`config.mk`:
```
export PLATFORM = sky130hd
export DESIGN_NAME = dcf77_decoder
export DESIGN_NICKNAME = d
export VERILOG_FILES = /design/src/rtl/dcf77_decoder_pkg.sv /design/src/rtl/dcf77_pulse_meter.sv /design/src/rtl/dcf77_decoder.sv
export SDC_FILE = /design/constraint.sdc
export NUM_CORES = 1
export LEC_CHECK = 0
export BUFFER_PORTS_ARGS = -buffer_cell sky130_fd_sc_hd__clkbuf_2
export CORE_MARGIN = 8
export CORE_UTILIZATION = 54
export CTS_BUF_LIST = sky130_fd_sc_hd__clkbuf_8 sky130_fd_sc_hd__clkbuf_16
export DETAILED_ROUTE_END_ITERATION = 8
export HOLD_SLACK_MARGIN = 0.03
export PLACE_DENSITY = 0.77
export SYNTH_ARGS = -nofsm -noshare
export SYNTH_HDL_FRONTEND = slang
export SYNTH_SLANG_ARGS = --single-unit
```
`constraint.sdc`:
```
create_clock -name clk -period 2.27 [get_ports clk]
set_clock_uncertainty 0.2 [all_clocks]
set_input_delay 0.227 -clock clk [delete_from_list [all_inputs] [get_ports clk]]
set_output_delay 0.227 -clock clk [all_outputs]
set_load 0.03 [all_outputs]
```
`src/rtl/dcf77_decoder_pkg.sv`:
```
// dcf77_decoder_pkg: BCD type, telegram bit positions and decoder states for the DCF77 decoder
package dcf77_decoder_pkg;
  typedef logic [3:0] bcd_t;
  typedef enum logic [1:0] {HUNT, PULSE, GAP} dcf77_state_t;
  localparam int START_BIT = 0;
  localparam int TIME_START_BIT = 20;
  localparam int MINUTE_LSB = 21;
  localparam int P1_BIT = 28;
  localparam int HOUR_LSB = 29;
  localparam int P2_BIT = 35;
  localparam int DAY_LSB = 36;
  localparam int DOW_LSB = 42;
  localparam int MONTH_LSB = 45;
  localparam int YEAR_LSB = 50;
  localparam int P3_BIT = 58;
  localparam int TELEGRAM_BITS = 59;
  localparam int MAX_BITS = 60;
  function automatic logic digit_ok(input bcd_t d);
    return d <= 4'd9;
  endfunction
endpackage

```
`src/rtl/dcf77_pulse_meter.sv`:
```
// dcf77_pulse_meter: rx synchronizer, optional DCF77_GLITCH_FILTER_EN 3-tap majority filter, pulse/gap timing and edge events
module dcf77_pulse_meter #(
  parameter int TICKS_ZERO_MIN = 5,
  parameter int TICKS_ONE_MIN = 15,
  parameter int TICKS_ONE_MAX = 25,
  parameter int TICKS_GAP_MIN = 150,
  parameter int TICKS_LOST = 250
) (
  input  logic clk,
  input  logic rst_n,
  input  logic clk_en,
  input  logic rx,
  output logic rise,
  output logic bit_valid,
  output logic bit_value,
  output logic bit_error,
  output logic minute_mark,
  output logic lost
);
  localparam logic [4:0] ZERO_MIN = 5'(TICKS_ZERO_MIN);
  localparam logic [4:0] ONE_MIN = 5'(TICKS_ONE_MIN);
  localparam logic [4:0] ONE_MAX = 5'(TICKS_ONE_MAX);
  localparam logic [7:0] GAP_MIN = 8'(TICKS_GAP_MIN);
  localparam logic [7:0] LOST_AT = 8'(TICKS_LOST - 1);
  logic [1:0] sync_q;
  logic lvl, prev_q, fall;
  logic [4:0] high_q;
  logic [7:0] low_q;
  always_ff @(posedge clk)
    sync_q <= !rst_n ? 2'b00 : {sync_q[0], rx};
`ifdef DCF77_GLITCH_FILTER_EN
  logic [2:0] tap_q;
  always_ff @(posedge clk)
    if (!rst_n) tap_q <= '0;
    else if (clk_en) tap_q <= {tap_q[1:0], sync_q[1]};
  assign lvl = (tap_q[0] & tap_q[1]) | (tap_q[0] & tap_q[2]) | (tap_q[1] & tap_q[2]);
`else
  assign lvl = sync_q[1];
`endif
  always_ff @(posedge clk)
    if (!rst_n) begin
      prev_q <= 1'b0;
      high_q <= '0;
      low_q <= '0;
    end else if (clk_en) begin
      prev_q <= lvl;
      high_q <= !lvl ? 5'd0 : !prev_q ? 5'd1 : high_q + {4'd0, high_q != 5'd31};
      low_q <= lvl ? 8'd0 : prev_q ? 8'd1 : low_q + {7'd0, low_q != 8'd255};
    end
  assign rise = clk_en && lvl && !prev_q;
  assign fall = clk_en && !lvl && prev_q;
  assign minute_mark = rise && low_q >= GAP_MIN;
  assign bit_valid = fall && high_q >= ZERO_MIN && high_q <= ONE_MAX;
  assign bit_error = fall && !(high_q >= ZERO_MIN && high_q <= ONE_MAX);
  assign bit_value = high_q >= ONE_MIN;
  assign lost = clk_en && !lvl && !prev_q && low_q == LOST_AT;
endmodule

```
`src/rtl/dcf77_decoder.sv`:
```
// dcf77_decoder: DCF77 telegram decoder with parity/plausibility checks and minute sync (DCF77_GLITCH_FILTER_EN enables rx majority filter)
module dcf77_decoder
  import dcf77_decoder_pkg::*;
#(
  parameter int TICKS_ZERO_MIN = 5,
  parameter int TICKS_ONE_MIN = 15,
  parameter int TICKS_ONE_MAX = 25,
  parameter int TICKS_GAP_MIN = 150,
  parameter int TICKS_LOST = 250
) (
  input  logic       clk,
  input  logic       rst_n,
  input  logic       clk_en,
  input  logic       rx,
  output logic       dcf77_sync,
  output bcd_t [1:0] dcf77_year,
  output bcd_t [1:0] dcf77_month,
  output bcd_t [1:0] dcf77_day,
  output bcd_t [1:0] dcf77_hour,
  output bcd_t [1:0] dcf77_minute,
  output logic [2:0] dcf77_day_of_week,
  output logic [5:0] second_count,
  output logic       error
);
  dcf77_state_t state_q;
  logic [TELEGRAM_BITS-1:0] buf_q;
  logic [5:0] cnt_q;
  logic err_q, sync_q;
  bcd_t [1:0] year_q, month_q, day_q, hour_q, minute_q;
  logic [2:0] dow_q;
  bcd_t [1:0] year_d, month_d, day_d, hour_d, minute_d;
  logic [2:0] dow_d;
  logic rise, bit_valid, bit_value, bit_error, minute_mark, lost, accept;
  dcf77_pulse_meter #(
    .TICKS_ZERO_MIN(TICKS_ZERO_MIN),
    .TICKS_ONE_MIN(TICKS_ONE_MIN),
    .TICKS_ONE_MAX(TICKS_ONE_MAX),
    .TICKS_GAP_MIN(TICKS_GAP_MIN),
    .TICKS_LOST(TICKS_LOST)
  ) meter (
    .clk(clk),
    .rst_n(rst_n),
    .clk_en(clk_en),
    .rx(rx),
    .rise(rise),
    .bit_valid(bit_valid),
    .bit_value(bit_value),
    .bit_error(bit_error),
    .minute_mark(minute_mark),
    .lost(lost)
  );
  assign minute_d = {{1'b0, buf_q[MINUTE_LSB+4 +: 3]}, buf_q[MINUTE_LSB +: 4]};
  assign hour_d = {{2'b0, buf_q[HOUR_LSB+4 +: 2]}, buf_q[HOUR_LSB +: 4]};
  assign day_d = {{2'b0, buf_q[DAY_LSB+4 +: 2]}, buf_q[DAY_LSB +: 4]};
  assign dow_d = buf_q[DOW_LSB +: 3];
  assign month_d = {{3'b0, buf_q[MONTH_LSB+4]}, buf_q[MONTH_LSB +: 4]};
  assign year_d = {buf_q[YEAR_LSB+4 +: 4], buf_q[YEAR_LSB +: 4]};
  assign accept = cnt_q == 6'(TELEGRAM_BITS) && !err_q
    && !buf_q[START_BIT] && buf_q[TIME_START_BIT]
    && !(^buf_q[P1_BIT:MINUTE_LSB]) && !(^buf_q[P2_BIT:HOUR_LSB]) && !(^buf_q[P3_BIT:DAY_LSB])
    && digit_ok(minute_d[0]) && minute_d[1] <= 4'd5
    && digit_ok(hour_d[0]) && (hour_d[1] < 4'd2 || (hour_d[1] == 4'd2 && hour_d[0] <= 4'd3))
    && digit_ok(day_d[0]) && day_d != '0 && (day_d[1] < 4'd3 || day_d[0] <= 4'd1)
    && digit_ok(month_d[0]) && month_d != '0 && (month_d[1] == 4'd0 || month_d[0] <= 4'd2)
    && dow_d != 3'd0 && digit_ok(year_d[0]) && digit_ok(year_d[1]);
  always_ff @(posedge clk)
    if (!rst_n) begin
      state_q <= HUNT;
      buf_q <= '0;
      cnt_q <= '0;
      err_q <= 1'b0;
      sync_q <= 1'b0;
      year_q <= '0;
      month_q <= 8'h01;
      day_q <= 8'h01;
      hour_q <= '0;
      minute_q <= '0;
      dow_q <= 3'd1;
    end else if (clk_en) begin
      sync_q <= 1'b0;
      case (state_q)
        HUNT: if (minute_mark) begin
          cnt_q <= '0;
          err_q <= 1'b0;
          state_q <= PULSE;
        end
        PULSE: if (bit_valid || bit_error) begin
          state_q <= GAP;
          if (bit_error) err_q <= 1'b1;
          else begin
            buf_q <= {bit_value, buf_q[TELEGRAM_BITS-1:1]};
            cnt_q <= cnt_q + {5'd0, cnt_q != 6'(MAX_BITS)};
          end
        end
        GAP: if (lost) begin
          err_q <= 1'b1;
          state_q <= HUNT;
        end else if (rise) begin
          state_q <= PULSE;
          if (minute_mark) begin
            cnt_q <= '0;
            err_q <= 1'b0;
            sync_q <= accept;
            if (accept) begin
              year_q <= year_d;
              month_q <= month_d;
              day_q <= day_d;
              hour_q <= hour_d;
              minute_q <= minute_d;
              dow_q <= dow_d;
            end
          end
        end
        default: state_q <= HUNT;
      endcase
    end
  assign dcf77_sync = sync_q;
  assign dcf77_year = year_q;
  assign dcf77_month = month_q;
  assign dcf77_day = day_q;
  assign dcf77_hour = hour_q;
  assign dcf77_minute = minute_q;
  assign dcf77_day_of_week = dow_q;
  assign second_count = cnt_q;
  assign error = err_q;
endmodule

```
Word level (Yosys, flattened, before mapping)
Cells that the tools add are included.
{"block": "word_totals", "register_bits": 120, "output_inout_bits": 51, "elab_cells": 138, "inputBits": 4}
{"block": "classes", "add_sub_neg": 3, "n_reduce_logical": 57, "magnitude_cmp": 16, "bitwise_logic": 2, "n_eq_ne": 15, "n_mux": 25}
{"operator": "logical AND 1 bit", "n": 31}
{"operator": "two-way mux 6 bit", "n": 5}
{"operator": "less-or-equal comparator 4 bit, second input constant", "n": 6}
{"operator": "XOR reduction 23 bit", "n": 1}
{"operator": "one-hot mux 6 bit (3 select lines)", "n": 1}
{"operator": "two-way mux 8 bit", "n": 2}
{"operator": "nonzero test 8 bit", "n": 2}
{"operator": "AND reduction 6 bit", "n": 2}
{"operator": "two-way mux 5 bit", "n": 2}
{"operator": "two-way mux 1 bit", "n": 9}
{"operator": "adder 8 x 1 -> 8 bit", "n": 1}
{"operator": "equality test 8 bit, second input constant", "n": 1}
{"operator": ">= comparator 8 bit, second input constant", "n": 1}
{"operator": "less-or-equal comparator 4 x 2 -> 1 bit, second input constant", "n": 2}
{"operator": "logical NOT 1 bit", "n": 8}
{"operator": "two-way mux 2 bit", "n": 4}
{"operator": "inequality test 2 bit, second input constant", "n": 4}
{"operator": "inequality test 8 bit, second input constant", "n": 1}
{"operator": "AND reduction 4 bit", "n": 2}
{"operator": "XOR reduction 8 bit", "n": 1}
{"operator": "XOR reduction 7 bit", "n": 1}
{"operator": "adder 6 x 1 -> 6 bit", "n": 1}
{"operator": "equality test 6 bit, second input constant", "n": 1}
{"operator": "inequality test 6 bit, second input constant", "n": 1}
{"operator": "20 further kinds", "n": 28}

Depth between registers and ports, before layout
Gate-level depths: netlist of the first run.
{"block": "depth", "word_depth": 24, "ltp_mapped": 11, "ltp_nobuf": 10}

Hierarchy
Synthesis of the first run repeated with hierarchy kept, for this count alone.
{"block": "unflattened", "hier_cells": 716, "area_unflattened_um2": 6042.0}
{"module": "dcf77_decoder", "seq_area_each_um2": 2082.0, "area_per_inst_um2": 5153.7, "n_inst": 1, "cells_per_inst": 608}
{"module": "dcf77_pulse_meter", "seq_area_each_um2": 320.3, "area_per_inst_um2": 888.4, "n_inst": 1, "cells_per_inst": 108}

Worst setup path before layout of the first run
OpenSTA, ideal clock, no wires.
{"block": "synth_path", "kind": "register -> register", "start": "register buf_q[52]", "end": "register day_q (netlist bit dcf77_day[5])", "stages_incl_launch_ff": 11, "setup_ps": 142, "synth_period_minus_slack_ps": 2472, "required_ps": 1928, "slack_ps": -202, "arrival_time_ps": 2130, "path_buffers": 2, "path_cell_list": "dfxtp_1 > inv_1 > ha_1 > nor2b_1 > a2bb2oi_1 > a2111o_1 > or4_1 > buf_6 > buf_12 > o21ai_2 > a21oi_2"}
{"block": "synth_via", "elab_chain_cells": 17, "word_cells_on_any_way": 18, "classes_between": "order compare (1); reduce/logical (17)"}
{"element": "start: declaration", "line_no": "dcf77_decoder.sv:26", "source": "logic [TELEGRAM_BITS-1:0] buf_q;"}
{"element": "start signal: assignment", "line_no": "dcf77_decoder.sv:91", "source": "buf_q <= {bit_value, buf_q[TELEGRAM_BITS-1:1]};"}
{"element": "XOR reduction 23 bit", "line_no": "dcf77_decoder.sv:60", "source": "&& !(^buf_q[P1_BIT:MINUTE_LSB]) && !(^buf_q[P2_BIT:HOUR_LSB]) && !(^buf_q[P3_BIT:DAY_LSB])"}
{"element": "logical NOT 1 bit", "line_no": "dcf77_decoder.sv:60"}
{"element": "logical AND 1 bit", "line_no": "dcf77_decoder.sv:60"}
{"element": "logical AND 1 bit (2 in a row)", "line_no": "dcf77_decoder.sv:61", "source": "&& digit_ok(minute_d[0]) && minute_d[1] <= 4'd5"}
{"element": "logical AND 1 bit (2 in a row)", "line_no": "dcf77_decoder.sv:62", "source": "&& digit_ok(hour_d[0]) && (hour_d[1] < 4'd2 || (hour_d[1] == 4'd2 && hour_d[0] <= 4'd3))"}
{"element": "logical AND 1 bit (3 in a row)", "line_no": "dcf77_decoder.sv:63", "source": "&& digit_ok(day_d[0]) && day_d != '0 && (day_d[1] < 4'd3 || day_d[0] <= 4'd1)"}
{"element": "logical AND 1 bit (3 in a row)", "line_no": "dcf77_decoder.sv:64", "source": "&& digit_ok(month_d[0]) && month_d != '0 && (month_d[1] == 4'd0 || month_d[0] <= 4'd2)"}
{"element": "logical AND 1 bit", "line_no": "dcf77_decoder.sv:65", "source": "&& dow_d != 3'd0 && digit_ok(year_d[0]) && digit_ok(year_d[1]);"}
{"element": "logical AND 1 bit (*) (2 in a row)", "line_no": "dcf77_decoder.sv:65"}
{"element": "AND reduction 6 bit (no source line) (*)"}
{"element": "end signal: assignment", "line_no": "dcf77_decoder.sv:107", "source": "day_q <= day_d;"}
{"element": "end: declaration", "line_no": "dcf77_decoder.sv:29", "source": "bcd_t [1:0] year_q, month_q, day_q, hour_q, minute_q;"}
Mark *: on every way between the ends. The rest lies on a longest branch, timed or not.
A chain may end at the register's enable or synchronous reset.

Worst setup path in the final report of the first run
{"block": "layout_path", "start": "register buf_q[23]", "end": "register dow_q[0], in the netlist dcf77_day_of_week[0]"}
{"block": "layout_via", "elab_chain_cells": 19, "word_cells_on_any_way": 20, "classes_between": "order compare (1); reduce/logical (19)"}
{"element": "XOR reduction 8 bit", "line_no": "dcf77_decoder.sv:60"}
{"element": "logical NOT 1 bit", "line_no": "dcf77_decoder.sv:60"}
{"element": "logical AND 1 bit (3 in a row)", "line_no": "dcf77_decoder.sv:60"}
{"element": "logical AND 1 bit (*) (2 in a row)", "line_no": "dcf77_decoder.sv:61"}
{"element": "logical AND 1 bit (*) (2 in a row)", "line_no": "dcf77_decoder.sv:62"}
{"element": "logical AND 1 bit (*) (3 in a row)", "line_no": "dcf77_decoder.sv:63"}
{"element": "logical AND 1 bit (*) (3 in a row)", "line_no": "dcf77_decoder.sv:64"}
{"element": "logical AND 1 bit (*) (3 in a row)", "line_no": "dcf77_decoder.sv:65"}
{"element": "AND reduction 6 bit (no source line) (*)"}
{"element": "end signal: assignment", "line_no": "dcf77_decoder.sv:110", "source": "dow_q <= dow_d;"}
{"element": "end: declaration", "line_no": "dcf77_decoder.sv:30", "source": "logic [2:0] dow_q;"}
Marks and branches as above.

==> run_results.csv, run 1 <==
group,metric,value,unit
run_status,status,"complete, but fails checks",
run_status,violations,"setup timing",
die,die_width,123,µm
critical_path,critPathMaxStageDelay,0.57,ns
finish,drive_gt1_share,37.0,%
finish,nFillCells,747,
die,dieArea,0.0152,mm²
logic_synthesis,ys_async_sr_fraction,0,%
timing,rsz0062_at_grt,"yes",
global_route,grt_pass1_wl,29600,µm
global_route,antenna_found_initial,0,
pwr,p_per_area,609,mW/mm²
finish,antenna_cells,0,
timing,drv_slew,0,
critical_path,cp_slowest_cell,"or4_4",
detailed_routing,vias_per_cell,5.97,
timing,setup_viol,36,
logic_synthesis,yosys.area.top_type_share,38.6,%
critical_path,cp.required,2.36,ns
detailed_routing,drt-total-wl,19800,µm
logic_synthesis,yosysSeqAreaShare,38.6,%
logic_synthesis,synthCells,728,
die,rows,39,
critical_path,critPathKind,"reg2reg",
timing,relSlewSlack,61.2,%
logic_synthesis,ys_top_cells_by_count,"nand2_1, dfxtp_1, a21oi_1",
run,max_cap_violations,0,
clock_network,h-tree-depth,4,
global_route,first_global_vias,6070,
clock_network,cts-root-buf,"clkbuf_16",
die,ioPinCount,55,
timing,maxClockFrequency,370,MHz
timing,fin_ws,-0.432,ns
place,placed_cells,957,
logic_synthesis,syn-cell-area,0.00622,mm²
critical_path,crit_path_end_kind,"flip-flop",
die,start_util,54.9,%
finish,seq_area,0.00242,mm²
logic_synthesis,synthDistinctLibCells,62,
logic_synthesis,avgSynthCellArea,8.54,µm²
die,fp.dieH,123,µm
finish,fin_nets,898,
detailed_routing,wl_per_cell,19.6,µm
clock_network,cts.sinks,120,
global_route,grt_max_degree,66,
die,core_area,0.0113,mm²
pwr,ir_drop,0.000555,V
critical_path,arrival,2.79,ns
clock_network,numCtsBuffers,17,
critical_path,setup.worst_path.start_class,"flip-flop",
pwr,cellLeakagePower,0.00320,µW
global_route,grt_overflow,0,
place,portBuffers,46,
finish,syn2layout_area_growth,35.6,%
logic_synthesis,post-synth-top-area-cell,"dfxtp_1",
timing,worstMarginPinSlew,0.582,ns
clock_network,clockBufferDepth,2,
place,place_hpwl,11100,µm
detailed_routing,vias,6030,
logic_synthesis,synth_most_common_cell,"nand2_1",
global_route,grt_usage,24.7,%
logic_synthesis,synth_flop_cell,"dfxtp_1",
place,gp_congestion,0.939,
logic_synthesis,ys_ff_latch,120,
clock_network,path_clk_slew,0.06,ns
logic_synthesis,synth-edff-count,0,
detailed_routing,route.detailed.drc,0,
timing,timing.final.crit_share,119,%
detailed_routing,firstDrtPassIters,5,
worst_hold_path,hp-class,"in2reg",
logic_synthesis,yosysWarnings,0,
timing,hold_viol,0,
logic_synthesis,yosys-top-cells-area,"dfxtp_1, nand2_1, ha_1",
detailed_routing,ant_nets,0,
finish,multi_input_area,0.00373,mm²
finish,fin_cells,1010,
pwr,fin_total_pwr,5130,µW
detailed_routing,drt_iter0_markers,589,
critical_path,crit_path_max_fanout,7,
finish,stdcell_area,0.00843,mm²
clock_network,cts_tree,"done",
clock_network,clk_latency,0.43,ns
timing,period_needed,2.70,ns
place,placed_area,0.00711,mm²
critical_path,cp_cell_sequence,"inv_2 -> ha_4 -> nor2b_4 -> a2bb2oi_2 -> a2111o_1 -> or4_4 -> o31ai_1 -> o211ai_1",
-- sequential cells by signal (all words and copies together), names as in the netlist, 2 cells and up --
register	count
buf_q	59
dcf77_day	6
dcf77_day_of_week	3
dcf77_hour	6
dcf77_minute	7
dcf77_month	5
dcf77_year	8
meter.high_q	5
meter.low_q	8
meter.sync_q	2
second_count	6
state_q	2
-- path summary, 6_finish.rpt --
kind / depth (start not counted) / slack (ns) / end / startpoint
min reg2reg: 1 / 0.23 / meter.sync_q[1] / meter.sync_q[0]
max: 8 / -0.43 / dcf77_day_of_week[0] / buf_q[23]
min: 4 / 0.06 / meter.high_q[1] / clk_en
max reg2reg: 8 / -0.43 / dcf77_day_of_week[0] / buf_q[23]
-- logic make-up after synthesis --
group / count (synthesis) / share of synthesized area, %
simple gates: 251 / 19.3
compound gates: 192 / 21.3
flops: 120 / 38.6
buf+inv: 96 / 7.75
fa+ha+maj: 40 / 8.05
xor+xnor: 24 / 4.19
mux: 4 / 0.684
other cells: 1 / 0.0603
-- final cells by class --
cell class | instances | share of cell area, %
inverter | 37 | 1.66
clock buffer | 19 | 5.37
multi-input combinational | 520 | 44.2
sequential | 120 | 28.7
tap | 143 | 2.12
clock inverter | 13 | 2.11
timing repair buffer | 158 | 15.8
-- placed cells by master, fill, tap and decap left out, drive strengths merged, types with 5 or more instances in the layout --
cell type / instances
buf: 106
ha: 40
and3: 6
nor2b: 6
o211ai: 5
nand2: 136
o21ai: 50
and2: 5
nand4: 40
nand3: 11
clkinv: 5
conb: 8
inv: 37
dfxtp: 120
nor2: 27
a21oi: 107
xnor2: 20
clkbuf: 68
-- power by group --
part | switching [µW] | internal [µW] | leakage [µW]
logic | 98.6 | 36.1 | 0.00193
clock network | 1000 | 1880 | 0.000302
registers | 4.36 | 2110 | 0.000975
-- worst max-delay path: cells and delay by family (launching register included) --
| kind | cells | cell delay [ns] |
|---|---|---|
| AOI/OAI and AO/OA | 4 | 1.08 |
| and+or+nand+nor | 2 | 0.69 |
| DFF | 1 | 0.36 |
| adders and majority gates | 1 | 0.16 |
| buffers and inverters | 1 | 0.06 |
-- routing by layer --
metal / GRT usage (%) / wire length, µm / vias to the layer above
met2: 42.4 / 10000 / 298
met3: 6.03 / 1250 / 94
met5: 0 / 0 / -
li1: - / - / 2750
met1: 27.6 / 7630 / 2888
met4: 13.9 / 901 / 0
-- repair_timing --
action | 4_1_cts | 5_1_grt
cloned | 3 | 4
pin swaps | 17 | 14
buffers inserted | 6 | 5
setup endpoints to repair | 53 | 103
resized for setup | 60 | 34
hold buffers | 3 | 0
hold endpoints to repair | 5 | 0
-- metrics by stage --
stage / setup slack [ns] / hold WS, ns / util [%] / TNS (ns)
2_1_floorplan: -0.160 / 0.154 / - / -5.06
3_3_place_gp: -0.344 / 0.222 / 62.8 / -11.13
3_5_place_dp: -0.509 / 0.222 / 62.8 / -15.40
4_1_cts: -0.233 / 0.0444 / 71.9 / -7.54
5_1_grt: -0.455 / 0.0815 / 74.4 / -12.41
6_report: -0.432 / 0.0599 / 74.4 / -10.73
(Power assumes the default switching activity.)
==> run 2, diff against run 1 <==
- SYNTH_HIERARCHICAL: not set -> 1
==> run 2 against run 1 <==
  * The flow still finishes with violations (setup timing)
  * Cell count decreased by 1.1%
  * Core utilization rose by 0.90 points
  * Sequential power hardly changed
  * Non-clock buffer count rose by 1
  * Power grew 0.25%
  * Synthesized cell count is 1.6% lower
  * Combinational power rose by 4%
  * Register-to-register slack lost 0.06 ns
  * Wire length down 15%
  * Sequential share of layout area grew 0.63 points
  * Highest routed layer unchanged
==> run_results.csv, run 2 <==
group,metric,value,unit
timing,drv_slew,0,
logic_synthesis,ys_ff_latch,120,
logic_synthesis,synth-edff-count,0,
pwr,switchingPower,1030,µW
clock_network,clockBufferDepth,2,
timing,finalSetupTns,-16.47,ns
clock_network,numCtsBuffers,17,
pwr,seq_power_share,41.1,%
logic_synthesis,avgSynthCellArea,8.44,µm²
timing,fin_ws,-0.487,ns
pwr,p_sw_share,20.0,%
run,max_cap_violations,0,
clock_network,cts_tree,"done",
die,dieArea,0.0148,mm²
timing,worstMarginPinSlew,0.538,ns
finish,largest_reg_flops,59,
timing,hold_viol,0,
die,fp.dieH,122,µm
finish,nFillCells,681,
timing,setup_viol,40,
global_route,grt_pass1_wl,25300,µm
logic_synthesis,synthDistinctLibCells,56,
detailed_routing,drt-total-wl,16900,µm
worst_hold_path,hp-class,"in2reg",
detailed_routing,ant_nets,0,
logic_synthesis,yosysSeqAreaShare,39.8,%
logic_synthesis,post-synth-top-area-cell,"dfxtp_1",
critical_path,timing.rr.start,"buf_q[52]",
clock_network,h-tree-depth,4,
logic_synthesis,synth_flop_cell,"dfxtp_1",
worst_hold_path,min-delay-start,"clk_en",
clock_network,clk_latency,0.54,ns
pwr,clkPwrFrac,56.2,%
critical_path,critPathLaunch,"buf_q[52]",
logic_synthesis,synth_most_common_cell,"nand2_1",
clock_network,path_clk_slew,0.06,ns
finish,fin_nets,891,
detailed_routing,wl_per_cell,16.9,µm
critical_path,r2r_slack,-0.49,ns
critical_path,setup.worst_path.start_class,"flip-flop",
place,portBuffers,46,
detailed_routing,route.detailed.drc,0,
finish,mostFrequentLayoutCells,"nand2_1, dfxtp_1, buf_4",
finish,syn2layout_area_growth,35.8,%
global_route,antenna_found_initial,0,
timing,rsz0062_at_grt,"yes",
run_status,violations,"setup timing",
critical_path,crit_path_max_fanout,22,
logic_synthesis,yosysWarnings,6,
finish,post-route-util,75.3,%
detailed_routing,vias,5624,
die,core_area,0.0109,mm²
global_route,grt_overflow,0,
pwr,p_comb_share,2.7,%
place,place_hpwl,10000,µm
die,rows,38,
critical_path,cp.required,2.49,ns
timing,hold_slack,0.109,ns
pwr,p_int,4120,µW
detailed_routing,drt_iter0_markers,438,
logic_synthesis,synthCells,716,
global_route,first_global_vias,5442,
critical_path,arrival,2.97,ns
critical_path,critPathKind,"reg2reg",
run_status,status,"complete, but fails checks",
timing,period_needed,2.76,ns
logic_synthesis,yosys.area.top_type_share,39.8,%
timing,timing.final.crit_share,121,%
clock_network,cts-root-buf,"clkbuf_8",
logic_synthesis,yosys-top-cells-area,"dfxtp_1, nand2_1, ha_1",
finish,top_register,"buf_q",
global_route,grt_max_degree,65,
detailed_routing,firstDrtPassIters,5,
global_route,grt_usage,21.2,%
die,die_width,122,µm
logic_synthesis,ys_async_sr_fraction,0,%
logic_synthesis,ys_top_cells_by_count,"nand2_1, dfxtp_1, a21boi_0",
die,start_util,55.5,%
die,ioPinCount,55,
timing,maxClockFrequency,363,MHz
finish,antenna_cells,0,
logic_synthesis,syn-cell-area,0.00604,mm²
pwr,p_per_area,627,mW/mm²
timing,relSlewSlack,64.1,%
pwr,ir_drop,0.000548,V
finish,drive_gt1_share,28.8,%
place,gp_congestion,0.848,
critical_path,crit_path_end_kind,"flip-flop",
clock_network,cts.sinks,120,
finish,final_common_cell,"nand2_1",
detailed_routing,vias_per_cell,5.63,
pwr,cellLeakagePower,0.00324,µW
[run 2: cell type report]
class | instances | area [µm²] | area share (%)
Clock inverter | 8 | 140 | 1.71
Inverter | 37 | 139 | 1.69
Sequential cell | 120 | 2410 | 29.4
Multi-Input combinational cell | 512 | 3540 | 43.2
Tap cell | 140 | 175 | 2.14
Clock buffer | 23 | 497 | 6.06
Timing Repair Buffer | 159 | 1300 | 15.9
[run 2: logic make-up after synthesis]
logic type               after synthesis  synth area share (%)
XOR/XNOR                              21                  4.08
adder cells (fa/ha/maj)               40                  8.28
AO/OA/AOI/OAI                        178                  20.0
AND/OR/NAND/NOR                      259                  20.1
flip-flops                           120                  39.8
other                                  1                0.0621
multiplexers                           6                 0.994
buffers and inverters                 91                  6.69
[run 2: final timing paths]
kind	to	cells past startpoint
worst max-delay path	dcf77_day_of_week[2]	9
worst min-delay path	meter/low_q[4]	4
worst max register to register	dcf77_day_of_week[2]	9
worst min register to register	meter/sync_q[1]	1
[run 2: per-stage QoR]
stage          power (µW)  std cells  instance area, µm²  worst slack (ns)
3_3_place_gp         2280        953                7040            -0.424
4_1_cts              5150        992                7950            -0.388
2_1_floorplan        2260        723                6110            -0.386
3_5_place_dp         2290        953                7040            -0.499
6_report             5150        999                8200            -0.487
5_1_grt              5260        999                8200            -0.602
[run 2: power by group through the flow]
| stage | logic [µW] | registers, µW | clock network, µW |
|---|---|---|---|
| 3_3_place_gp | 122 | 2160 | 0 |
| 5_1_grt | 151 | 2120 | 3000 |
| 2_1_floorplan | 101 | 2160 | 0 |
| 4_1_cts | 134 | 2120 | 2900 |
| 6_report | 141 | 2120 | 2890 |
| 3_5_place_dp | 125 | 2160 | 0 |
[run 2: timing repair]
| action | in CTS | in global routing |
|---|---|---|
| setup buffers | 4 | 3 |
| pin swaps | 8 | 21 |
| endpoints found under the hold margin | 12 | 0 |
| resized for setup | 44 | 38 |
| setup endpoints to repair | 46 | 104 |
| cloned | 1 | 4 |
| hold buffers | 3 | 0 |
[run 2: metal layers]
layer / vias to the layer above / wire, µm / track usage (%)
met1: 2726 / 6710 / 23.9
met3: 44 / 908 / 6.20
met5: - / 0 / 0
li1: 2683 / - / -
met2: 171 / 8840 / 36.6
met4: 0 / 457 / 8.87
[run 2: worst max-delay path, cell delays in order (launching register included)]
cell and delay [ns]:
dfxtp_2 0.34, inv_2 0.05, ha_4 0.25, xnor3_1 0.37, xnor3_1 0.26, xnor3_1 0.26
or4_4 0.48, buf_12 0.20, o21ai_2 0.14, a21boi_1 0.10
==> run 3, diff against run 2 <==
- REMOVE_ABC_BUFFERS: not set -> 1
==> run 3 against run 2 <==
  * The run ends with DRC, setup timing left
  * Die area is the same
  * Count of clock-buffer cells in the layout shrank 3
  * Worst hold slack improved by 0.082 ns
  * Critical path depth unchanged
  * Setup slack improved by 0.090 ns
  * Register-to-register slack improved by 0.09 ns
  * Critical path type unchanged
  * Highest routed layer unchanged
==> run_results.csv, run 3 (synthesized netlist as in run 2, its figures left out) <==
group,metric,value,unit
global_route,grt_usage,21.2,%
finish,antenna_cells,0,
die,die_width,122,µm
finish,syn2layout_area_growth,34.9,%
die,dieArea,0.0148,mm²
global_route,grt_overflow,0,
critical_path,timing.rr.start,"buf_q[52]",
finish,largest_reg_flops,59,
place,place_hpwl,10100,µm
die,start_util,55.5,%
place,portBuffers,46,
run,max_cap_violations,0,
detailed_routing,drt-total-wl,16300,µm
die,ioPinCount,55,
pwr,cellLeakagePower,0.00321,µW
critical_path,cp.required,2.49,ns
critical_path,setup.worst_path.start_class,"flip-flop",
critical_path,crit_path_max_fanout,20,
detailed_routing,wl_per_cell,16.2,µm
clock_network,h-tree-depth,4,
die,fp.dieH,122,µm
worst_hold_path,hold_depth,4,
critical_path,crit_top_cell,"xnor3_1",
clock_network,clk_latency,0.53,ns
global_route,antenna_found_initial,0,
die,core_area,0.0109,mm²
pwr,fin_total_pwr,4930,µW
critical_path,r2r_slack,-0.40,ns
detailed_routing,drt_iter0_markers,355,
die,rows,38,
global_route,first_global_vias,5452,
timing,drv_slew,0,
run_status,violations,"DRC, setup timing",
detailed_routing,firstDrtPassIters,9,
critical_path,critPathKind,"reg2reg",
pwr,ir_drop,0.000463,V
finish,final_common_cell,"nand2_1",
critical_path,arrival,2.88,ns
worst_hold_path,min-delay-start,"clk_en",
critical_path,crit_path_end_kind,"flip-flop",
worst_hold_path,min_to,"meter/low_q[4]",
finish,mostFrequentLayoutCells,"nand2_1, dfxtp_1, buf_4",
clock_network,numCtsBuffers,17,
clock_network,clockBufferDepth,2,
clock_network,cts.sinks,120,
timing,finalSetupTns,-13.65,ns
critical_path,cp_cell_sequence,"inv_2 -> ha_4 -> xnor3_1 -> xnor3_1 -> xnor3_1 -> or4_4 -> buf_12 -> o21ai_1 -> a21boi_1",
place,gp_congestion,0.837,
critical_path,worstRegToRegCells,9,
pwr,p_per_area,605,mW/mm²
detailed_routing,vias,5556,
critical_path,reg2reg_to,"dcf77_minute[0]",
timing,maxClockFrequency,375,MHz
timing,worstMarginPinSlew,0.551,ns
finish,fin_nets,896,
finish,top_register,"buf_q",
worst_hold_path,hp-class,"in2reg",
detailed_routing,route.detailed.drc,2,
critical_path,cp_slowest_cell,"or4_4",
global_route,grt_pass1_wl,25300,µm
detailed_routing,ant_nets,0,
timing,setup_viol,38,
timing,hold_viol,0,
timing,fin_ws,-0.397,ns
timing,period_needed,2.67,ns
detailed_routing,vias_per_cell,5.53,
run_status,status,"complete, but fails checks",
timing,relSlewSlack,63.1,%
finish,drive_gt1_share,30.2,%
clock_network,cts_tree,"done",
clock_network,path_clk_slew,0.06,ns
clock_network,cts-root-buf,"clkbuf_8",
timing,rsz0062_at_grt,"yes",
global_route,grt_max_degree,49,
timing,timing.final.crit_share,117,%
critical_path,critPathMaxStageDelay,0.47,ns
-- run 3: cell count changes in the layout (fill, tap and decap cells not counted), moves of 3 or more --
| cell | before | now |
|---|---|---|
| inv_2 | 1 | 5 |
| o21ai_2 | 14 | 23 |
| buf_4 | 91 | 99 |
| nand3_2 | 4 | 1 |
| clkbuf_8 | 7 | 4 |
| nand3_1 | 37 | 41 |
| o21ai_1 | 22 | 14 |
-- run 3: worst max-delay path, delay by kind of cell (launching register included) --
family                   cells  cell delay (ns)
buffers and inverters        2             0.24
adder cells (fa/ha/maj)      1             0.25
AND/OR/NAND/NOR              1             0.47
XOR/XNOR                     3             0.84
flip-flops                   1             0.34
AO/OA/AOI/OAI                2             0.21
-- run 3: how the worst max path moves through the flow --
stage                   start               to  slack (ns)  cells after the start
floorplan           buf_q[38]     dcf77_day[1]       -1.91                      8
global placement    buf_q[36]  dcf77_minute[3]       -0.46                      9
detailed placement  buf_q[37]  dcf77_minute[6]       -0.54                      9
CTS                 buf_q[52]    dcf77_year[3]       -0.36                      9
global route        buf_q[52]  dcf77_minute[0]       -0.46                      9
finish              buf_q[52]  dcf77_minute[0]       -0.40                      9
-- run 3: per-layer routing --
metal  up-vias  share of wire (%)  track usage [%]
li1       2710                  -                -
met1      2652                 40             22.7
met2       152                 52             37.8
met3        42                5.0             6.52
met4         0                2.8             9.25
met5         -                  0                0
-- run 3: what timing repair did --
item,CTS,global route
cloned,1,2
pin swaps,10,26
resized for setup,47,57
hold buffers,3,0
setup endpoints to repair,45,104
hold endpoints to repair,17,0
setup buffers,3,4
-- run 3: report_power, final --
group	total [µW]	switching (µW)	internal, µW
combinational	139	82.5	56.3
clock	2670	940	1730
sequential	2120	5.76	2110
total	4930	1030	3900
-- run 3: area by class of cell --
class / count / area (µm²)
multi-input combinational: 512 / 3560
fill: 716 / 2740
sequential: 120 / 2410
timing repair buffer: 164 / 1270
clock buffer: 20 / 455
tap: 140 / 175
inverter: 37 / 139
clock inverter: 11 / 131
-- run 3: stage by stage --
step	cells	hold slack, ns	cell area [µm²]	setup slack (ns)	utilization, %
4_1_cts	1000	0.153	7890	-0.364	72.5
3_3_place_gp	962	0.220	7090	-0.456	65.1
3_5_place_dp	962	0.238	7090	-0.542	65.1
2_1_floorplan	669	0.107	5800	-1.91	-
6_report	1004	0.190	8150	-0.397	74.8
5_1_grt	1004	0.220	8150	-0.458	74.8
